==> config.mk <==
export PLATFORM = sky130hd
export DESIGN_NAME = alu_arbiter_flat
export DESIGN_NICKNAME = d
export VERILOG_FILES = /design/src/rtl/alu_arbiter_if.sv /design/src/rtl/alu_arbiter.sv /design/src/flat_wrapper.sv
export SDC_FILE = /design/constraint.sdc
export NUM_CORES = 1
export LEC_CHECK = 0
export ABC_AREA = 1
export CORE_AREA = 2 2 109 111
export CTS_CLUSTER_DIAMETER = 100
export DETAILED_ROUTE_END_ITERATION = 12
export DIE_AREA = 0 0 111 113
export SLEW_MARGIN = 20
export SYNTH_ARGS = -nofsm -noshare
export SYNTH_HDL_FRONTEND = slang
export SYNTH_SLANG_ARGS = --single-unit
==> constraint.sdc <==
create_clock -name clk -period 4.8 [get_ports clk]
set_input_delay 1.44 -clock clk [delete_from_list [all_inputs] [get_ports clk]]
set_output_delay 1.44 -clock clk [all_outputs]
set_load 0.05 [all_outputs]
==> src/rtl/alu_arbiter_if.sv <==
// rtl/alu_arbiter_if.sv - request, shared-ALU and response signals of the two-requester ALU arbiter
interface alu_arbiter_if #(
  parameter int WORDSIZE = 32
);
  logic                req0_valid;
  logic                req0_ready;
  logic [WORDSIZE-1:0] req0_in1;
  logic [WORDSIZE-1:0] req0_in2;
  logic [3:0]          req0_ctl;

  logic                req1_valid;
  logic                req1_ready;
  logic [WORDSIZE-1:0] req1_in1;
  logic [WORDSIZE-1:0] req1_in2;
  logic [3:0]          req1_ctl;

  logic [WORDSIZE-1:0] alu_in1;
  logic [WORDSIZE-1:0] alu_in2;
  logic [3:0]          alu_ctl;
  logic [WORDSIZE-1:0] alu_result;

  logic                rsp_valid;
  logic                rsp_ready;
  logic                rsp_id;
  logic [WORDSIZE-1:0] rsp_result;

  modport slave (
    input  req0_valid, req0_in1, req0_in2, req0_ctl,
    output req0_ready,
    input  req1_valid, req1_in1, req1_in2, req1_ctl,
    output req1_ready,
    output alu_in1, alu_in2, alu_ctl,
    input  alu_result,
    output rsp_valid, rsp_id, rsp_result,
    input  rsp_ready
  );

  modport master (
    output req0_valid, req0_in1, req0_in2, req0_ctl,
    input  req0_ready,
    output req1_valid, req1_in1, req1_in2, req1_ctl,
    input  req1_ready,
    input  alu_in1, alu_in2, alu_ctl,
    output alu_result,
    input  rsp_valid, rsp_id, rsp_result,
    output rsp_ready
  );
endinterface

==> src/rtl/alu_arbiter.sv <==
// rtl/alu_arbiter.sv - arbitrates two requesters onto one combinational ALU, registering one result.
// Define ALU_ARB_RR_EN for round-robin tie breaking; default is fixed priority to requester 0.
module alu_arbiter #(
  parameter int WORDSIZE = 32
) (
  input logic          clk,
  input logic          rst_n,
  alu_arbiter_if.slave bus
);
  typedef enum logic {EMPTY = 1'b0, FULL = 1'b1} state_t;

  state_t              state;
  logic [WORDSIZE-1:0] result_q;
  logic                id_q;
  logic                can_accept;
  logic                winner;
  logic                grant;

`ifdef ALU_ARB_RR_EN
  logic ptr;
  assign winner = (bus.req0_valid && bus.req1_valid) ? ptr : bus.req1_valid;
`else
  assign winner = bus.req1_valid && !bus.req0_valid;
`endif

  // A held result draining this cycle frees the slot for a same-cycle refill.
  assign can_accept = (state == EMPTY) || bus.rsp_ready;
  assign grant      = can_accept && (bus.req0_valid || bus.req1_valid);

  assign bus.req0_ready = grant && !winner;
  assign bus.req1_ready = grant && winner;

  assign bus.alu_in1 = winner ? bus.req1_in1 : bus.req0_in1;
  assign bus.alu_in2 = winner ? bus.req1_in2 : bus.req0_in2;
  assign bus.alu_ctl = winner ? bus.req1_ctl : bus.req0_ctl;

  assign bus.rsp_valid  = (state == FULL);
  assign bus.rsp_id     = id_q;
  assign bus.rsp_result = result_q;

  always_ff @(posedge clk or negedge rst_n) begin
    if (!rst_n) begin
      state    <= EMPTY;
      result_q <= '0;
      id_q     <= 1'b0;
`ifdef ALU_ARB_RR_EN
      ptr      <= 1'b0;
`endif
    end else begin
      case (state)
        EMPTY: begin
          if (grant) begin
            state    <= FULL;
            result_q <= bus.alu_result;
            id_q     <= winner;
`ifdef ALU_ARB_RR_EN
            ptr      <= ~winner;
`endif
          end
        end
        FULL: begin
          if (grant) begin
            result_q <= bus.alu_result;
            id_q     <= winner;
`ifdef ALU_ARB_RR_EN
            ptr      <= ~winner;
`endif
          end else if (bus.rsp_ready) begin
            state <= EMPTY;
          end
        end
        default: state <= EMPTY;
      endcase
    end
  end
endmodule

==> src/flat_wrapper.sv <==
// flat-port wrapper written by rule: the top's interface ports become plain ports
module alu_arbiter_flat 
#(
  parameter int WORDSIZE = 32
)
  (clk, rst_n, bus_req0_valid, bus_req0_in1, bus_req0_in2, bus_req0_ctl, bus_req0_ready, bus_req1_valid, bus_req1_in1, bus_req1_in2, bus_req1_ctl, bus_req1_ready, bus_alu_in1, bus_alu_in2, bus_alu_ctl, bus_alu_result, bus_rsp_valid, bus_rsp_id, bus_rsp_result, bus_rsp_ready);
  alu_arbiter_if #(.WORDSIZE(WORDSIZE)) bus_i ();
  input logic clk;
  input logic rst_n;
  input wire logic [$bits(bus_i.req0_valid)-1:0] bus_req0_valid;
  input wire logic [$bits(bus_i.req0_in1)-1:0] bus_req0_in1;
  input wire logic [$bits(bus_i.req0_in2)-1:0] bus_req0_in2;
  input wire logic [$bits(bus_i.req0_ctl)-1:0] bus_req0_ctl;
  output wire logic [$bits(bus_i.req0_ready)-1:0] bus_req0_ready;
  input wire logic [$bits(bus_i.req1_valid)-1:0] bus_req1_valid;
  input wire logic [$bits(bus_i.req1_in1)-1:0] bus_req1_in1;
  input wire logic [$bits(bus_i.req1_in2)-1:0] bus_req1_in2;
  input wire logic [$bits(bus_i.req1_ctl)-1:0] bus_req1_ctl;
  output wire logic [$bits(bus_i.req1_ready)-1:0] bus_req1_ready;
  output wire logic [$bits(bus_i.alu_in1)-1:0] bus_alu_in1;
  output wire logic [$bits(bus_i.alu_in2)-1:0] bus_alu_in2;
  output wire logic [$bits(bus_i.alu_ctl)-1:0] bus_alu_ctl;
  input wire logic [$bits(bus_i.alu_result)-1:0] bus_alu_result;
  output wire logic [$bits(bus_i.rsp_valid)-1:0] bus_rsp_valid;
  output wire logic [$bits(bus_i.rsp_id)-1:0] bus_rsp_id;
  output wire logic [$bits(bus_i.rsp_result)-1:0] bus_rsp_result;
  input wire logic [$bits(bus_i.rsp_ready)-1:0] bus_rsp_ready;
  assign bus_i.req0_valid = bus_req0_valid;
  assign bus_i.req0_in1 = bus_req0_in1;
  assign bus_i.req0_in2 = bus_req0_in2;
  assign bus_i.req0_ctl = bus_req0_ctl;
  assign bus_req0_ready = bus_i.req0_ready;
  assign bus_i.req1_valid = bus_req1_valid;
  assign bus_i.req1_in1 = bus_req1_in1;
  assign bus_i.req1_in2 = bus_req1_in2;
  assign bus_i.req1_ctl = bus_req1_ctl;
  assign bus_req1_ready = bus_i.req1_ready;
  assign bus_alu_in1 = bus_i.alu_in1;
  assign bus_alu_in2 = bus_i.alu_in2;
  assign bus_alu_ctl = bus_i.alu_ctl;
  assign bus_i.alu_result = bus_alu_result;
  assign bus_rsp_valid = bus_i.rsp_valid;
  assign bus_rsp_id = bus_i.rsp_id;
  assign bus_rsp_result = bus_i.rsp_result;
  assign bus_i.rsp_ready = bus_rsp_ready;
  alu_arbiter #(.WORDSIZE(WORDSIZE)) u_core (.clk(clk), .rst_n(rst_n), .bus(bus_i));
endmodule
# Word level (Yosys, flattened, before mapping)
# Index checks and enable logic that the tools add are counted.
# totals
reg_bits,34
latchBits,0
ram_bits,0
mem_bits_ro,0
input_bits,173
out_inout_bits,104
elab_cells,21
mem_count,0
# classes
addsub,0
mul,0
div_mod_pow,0
order_cmp,0
eq_ne,0
shift,0
mux,9
bitwise_logic,1
reduce_logical,8
# ops
op,n
$mux W32,3
$logic_and A1 B1 Y1,4
$mux W1,4
$mux W4,1
$logic_not A1 Y1,2
$logic_or A1 B1 Y1,2
$pmux W1 S2,1
$not A1 Y1,1

# Depth between registers and ports, before layout
# logic_depth
ltp_word,5
mapped_depth,7
ltp_nobuf,5

# Least setup slack after synthesis
# Ideal clock, no wire load.
# synth_timing
path_kind,input-to-output
from,in bus_rsp_ready
to,out bus_req0_ready
t_arrival_ps,2566
required_time_ps,3360
setup_slack_ps,794
cell_stages,5
n_path_buf,1
cell_sequence,inv_1 nand2_1 nand2_2 buf_2 nor2_1
# synth_via
elab_chain_len,3
# synth_rtl
item,line,text
"start, declared",flat_wrapper.sv:27,input wire logic [$bits(bus_i.rsp_ready)-1:0] bus_rsp_ready;
$logic_or A1 B1 Y1,alu_arbiter.sv:27,assign can_accept = (state == EMPTY) || bus.rsp_ready;
$logic_and A1 B1 Y1,alu_arbiter.sv:28,assign grant = can_accept && (bus.req0_valid || bus.req1_valid);
$logic_and A1 B1 Y1,alu_arbiter.sv:30,assign bus.req0_ready = grant && !winner;
"end, declared",flat_wrapper.sv:14,output wire logic [$bits(bus_i.req0_ready)-1:0] bus_req0_ready;
# Every way passes these cells.

# Final worst setup path
# layout_timing
from,in bus_req0_valid
to,out bus_alu_in2[8]
# layout_via
elab_chain_len,3
# layout_rtl
item,line,text
"start, declared",flat_wrapper.sv:10,input wire logic [$bits(bus_i.req0_valid)-1:0] bus_req0_valid;
$logic_not A1 Y1,alu_arbiter.sv:23,assign winner = bus.req1_valid && !bus.req0_valid;
$logic_and A1 B1 Y1,alu_arbiter.sv:23,
$mux W32,alu_arbiter.sv:34,assign bus.alu_in2 = winner ? bus.req1_in2 : bus.req0_in2;
"end, declared",flat_wrapper.sv:21,output wire logic [$bits(bus_i.alu_in2)-1:0] bus_alu_in2;
# Every way passes these cells.

==> run_results.csv <==
group,metric,value,unit
status,status,"finished, final reports clean",
logic_synthesis,yosysWarnings,0,
die,fp.dieW,111,um
drt,wirelength,11.0,mm
place,dp_hpwl,8.90,mm
global_routing,grtUsageTotal,0.169,
clocking,clkTransAtPathRegs,0.05,ns
sta,final_hold_viol_count,0,
logic_synthesis,ys_ff_latch,34,
sta,slew_violations,0,
place,gp_congestion,0.800,
global_routing,antenna_found_initial,0,
setup_path,worstPathCellList,"clkdlybuf4s50_1 -> nor2_4 -> buf_4 -> nand2_1 -> nand2_1 -> buf_4",
setup_path,arrival,2.91,ns
logic_synthesis,synth_top_area_share,0.470,
global_routing,grt_pass1_wl,17.2,mm
setup_path,r2r-start,"u_core.bus.rsp_valid$_DFF_PN0_",
drt,vias_per_cell,4.14,
clocking,h-tree-depth,2,
setup_path,cp_slowest_cell,"clkdlybuf4s50_1",
die,num_io_pins,277,
power,peakVddDrop,0.223,mV
min_path,hp-start,"u_core.bus.rsp_id$_DFFE_PN0P_",
setup_path,crit_fanout,44,
setup_path,slowest_delay,0.47,ns
sta,worstMarginPinSlew,0.751,ns
final_layout,n_fill_cell,1137,
logic_synthesis,synthCells,371,
logic_synthesis,syn_nets,544,
logic_synthesis,ys_types,11,
sta,setup_ws,0.453,ns
logic_synthesis,async_flop_share,1.00,
logic_synthesis,synthTopCellsByArea,"nand2_1, dfrtp_1, nand3_1",
final_layout,syn_to_final_growth,133,%
die,coreArea,11300,um^2
final_layout,nets,810,
clocking,cts_buffers,5,
sta,final-setup-viol-count,0,
sta,rsz0062_at_grt,"false",
logic_synthesis,synth_flop_cell,"dfrtp_1",
clocking,holdBufCountCts,0,
setup_path,critical-path-top-delay-family,"buffers and inverters",
drt,wire_per_inst,14.1,um
clocking,post_cts_buffers,0,
setup_path,cp.required,3.36,ns
place,portBuffers,276,
clocking,clk-insertion-delay-late,0.27,ns
setup_path,crit_end,"bus_alu_in2[8]",
sta,worst_hold_slack,0.468,ns
logic_synthesis,synth_edf_count,0,
drt,first_pass_iters,4,
logic_synthesis,synth_area,2180,um^2
final_layout,fin_area,5090,um^2
power,leakage,2.59,nW
logic_synthesis,synthTopCellsByCount,"nand2_1, dfrtp_1, nand3_1, buf_2, clkbuf_1",
final_layout,drive_gt1_frac,0.136,
final_layout,final_cells,781,
clocking,cts_buffer_depth,2,
clocking,postCtsResizedCells,0,
setup_path,crit_buf_inv,3,
run,drv_cap,0,
setup_path,crit_path_start_kind,"primary input",
setup_path,r2r.worst_path.cells,4,
global_routing,grt_max_degree,64,
die,row_count,39,
die,initial_core_util,0.193,
logic_synthesis,yosysMostFrequentCell,"nand2_1",
drt,drc_errors,0,
die,die_area,12500,um^2
setup_path,r2r_end,"u_core.bus.rsp_result[0]$_DFFE_PN0P_",
place,numPlacedInstances,773,
place,dpl_cell_area,4920,um^2
min_path,hold_depth,2,
die,die_y,113,um
logic_synthesis,synth_largest_area_cell,"nand2_1",
sta,clock_skew,0.00376,ns
setup_path,crit_path_end_kind,"output pin",
sta,max_freq,0.230,GHz
sta,fin_setup_tns,0,ns
clocking,clkSinkCount,34,
setup_path,crit_path_start,"bus_req0_valid",
logic_synthesis,syn_area_per_cell,5.88,um^2
clocking,root_buffer,"clkbuf_16",
power,p_per_area,281,nW/um^2
sta,period_share,0.906,
min_path,hp-class,"register to register",
drt,num_vias,3230,
sta,slew_headroom,0.499,
drt,drtIter0Drc,157,
sta,fin_crit,4.35,ns
clocking,cts_tree,"done",
global_routing,grt_remaining_overflow,0,
setup_path,critPathKind,"primary input to output pin",
place,preCtsSetupSlack,0.433,ns
global_routing,grt_pass1_vias,3304,
logic_synthesis,yosysSeqAreaShare,0.390,
setup_path,r2r_slack,3.59,ns
drt,antenna_left,0,
final_layout,diodes,0,
setup_path,worst-path-stages,6,
## cell type report
class	count	area (um^2)	area share
Tap cell	143	179	0.0352
Clock buffer	7	133	0.0261
Sequential cell	34	851	0.167
Multi-Input combinational cell	309	1210	0.238
Clock inverter	1	30.0	0.00590
Inverter	5	18.8	0.00369
Timing Repair Buffer	282	2670	0.524
## sequential cells by signal, indices dropped and copies added, names as in the netlist
signal / cells
u_core.bus.rsp_result: 32
u_core.bus.rsp_valid: 1
u_core.bus.rsp_id: 1
## routing by layer
layer | track usage | vias up | share of wire
met2 | 0.307 | 160 | 0.51
met1 | 0.203 | 1409 | 0.39
li1 | - | 1651 | -
met5 | 0 | - | 0
met4 | 0.0333 | 0 | 0.010
met3 | 0.0434 | 10 | 0.086
## kinds of logic after synthesis
| family | synth area share |
|---|---|
| buffers and inverters | 0.0545 |
| DFF | 0.390 |
| and+or+nand+nor | 0.555 |
## metrics by stage
stage               power [mW]  utilization
finish                    1.43        0.451
CTS                       1.45        0.451
floorplan                0.754            -
global route              1.50        0.451
global placement          1.08        0.437
detailed placement        1.09        0.437
## where the power goes
| group | internal (mW) | leakage [nW] | switching, mW | total [mW] |
|---|---|---|---|---|
| registers | 0.323 | 0.413 | 0.0191 | 0.342 |
| clock network | 0.245 | 0.0781 | 0.106 | 0.351 |
| logic | 0.285 | 2.10 | 0.452 | 0.737 |
| total | 0.854 | 2.59 | 0.577 | 1.43 |
## cell usage in the layout (no fill, tap or decap)
master           netlist  routed
nand2_1              273     273
bufinv_16              0       1
clkbuf_1              11       2
inv_1                  3       3
nor2_4                 1       1
dfrtp_1               34      34
buf_4                  0      73
buf_12                 0       3
nand2_2                1       1
nor2_1                 1       1
buf_2                 11       1
clkbuf_16              0       5
nand3_1               33      33
inv_2                  2       2
clkdlybuf4s50_1        0     205
## worst min-delay path: stages (launching register included)
cell	delay (ns)
dfrtp_1	0.33
nand2_1	0.06
nand2_1	0.05
## worst min-delay path by stage
stage	endpoint	slack (ns)
2_1_floorplan	u_core.bus.rsp_result[10]$_DFFE_PN0P_	0.75
3_3_place_gp	u_core.bus.rsp_result[5]$_DFFE_PN0P_	0.45
3_5_place_dp	u_core.bus.rsp_result[8]$_DFFE_PN0P_	0.46
4_1_cts	u_core.bus.rsp_result[29]$_DFFE_PN0P_	0.47
5_1_grt	u_core.bus.rsp_result[2]$_DFFE_PN0P_	0.49
6_report	u_core.bus.rsp_id$_DFFE_PN0P_	0.47
Note: power is estimated with default switching activity, not from simulation.
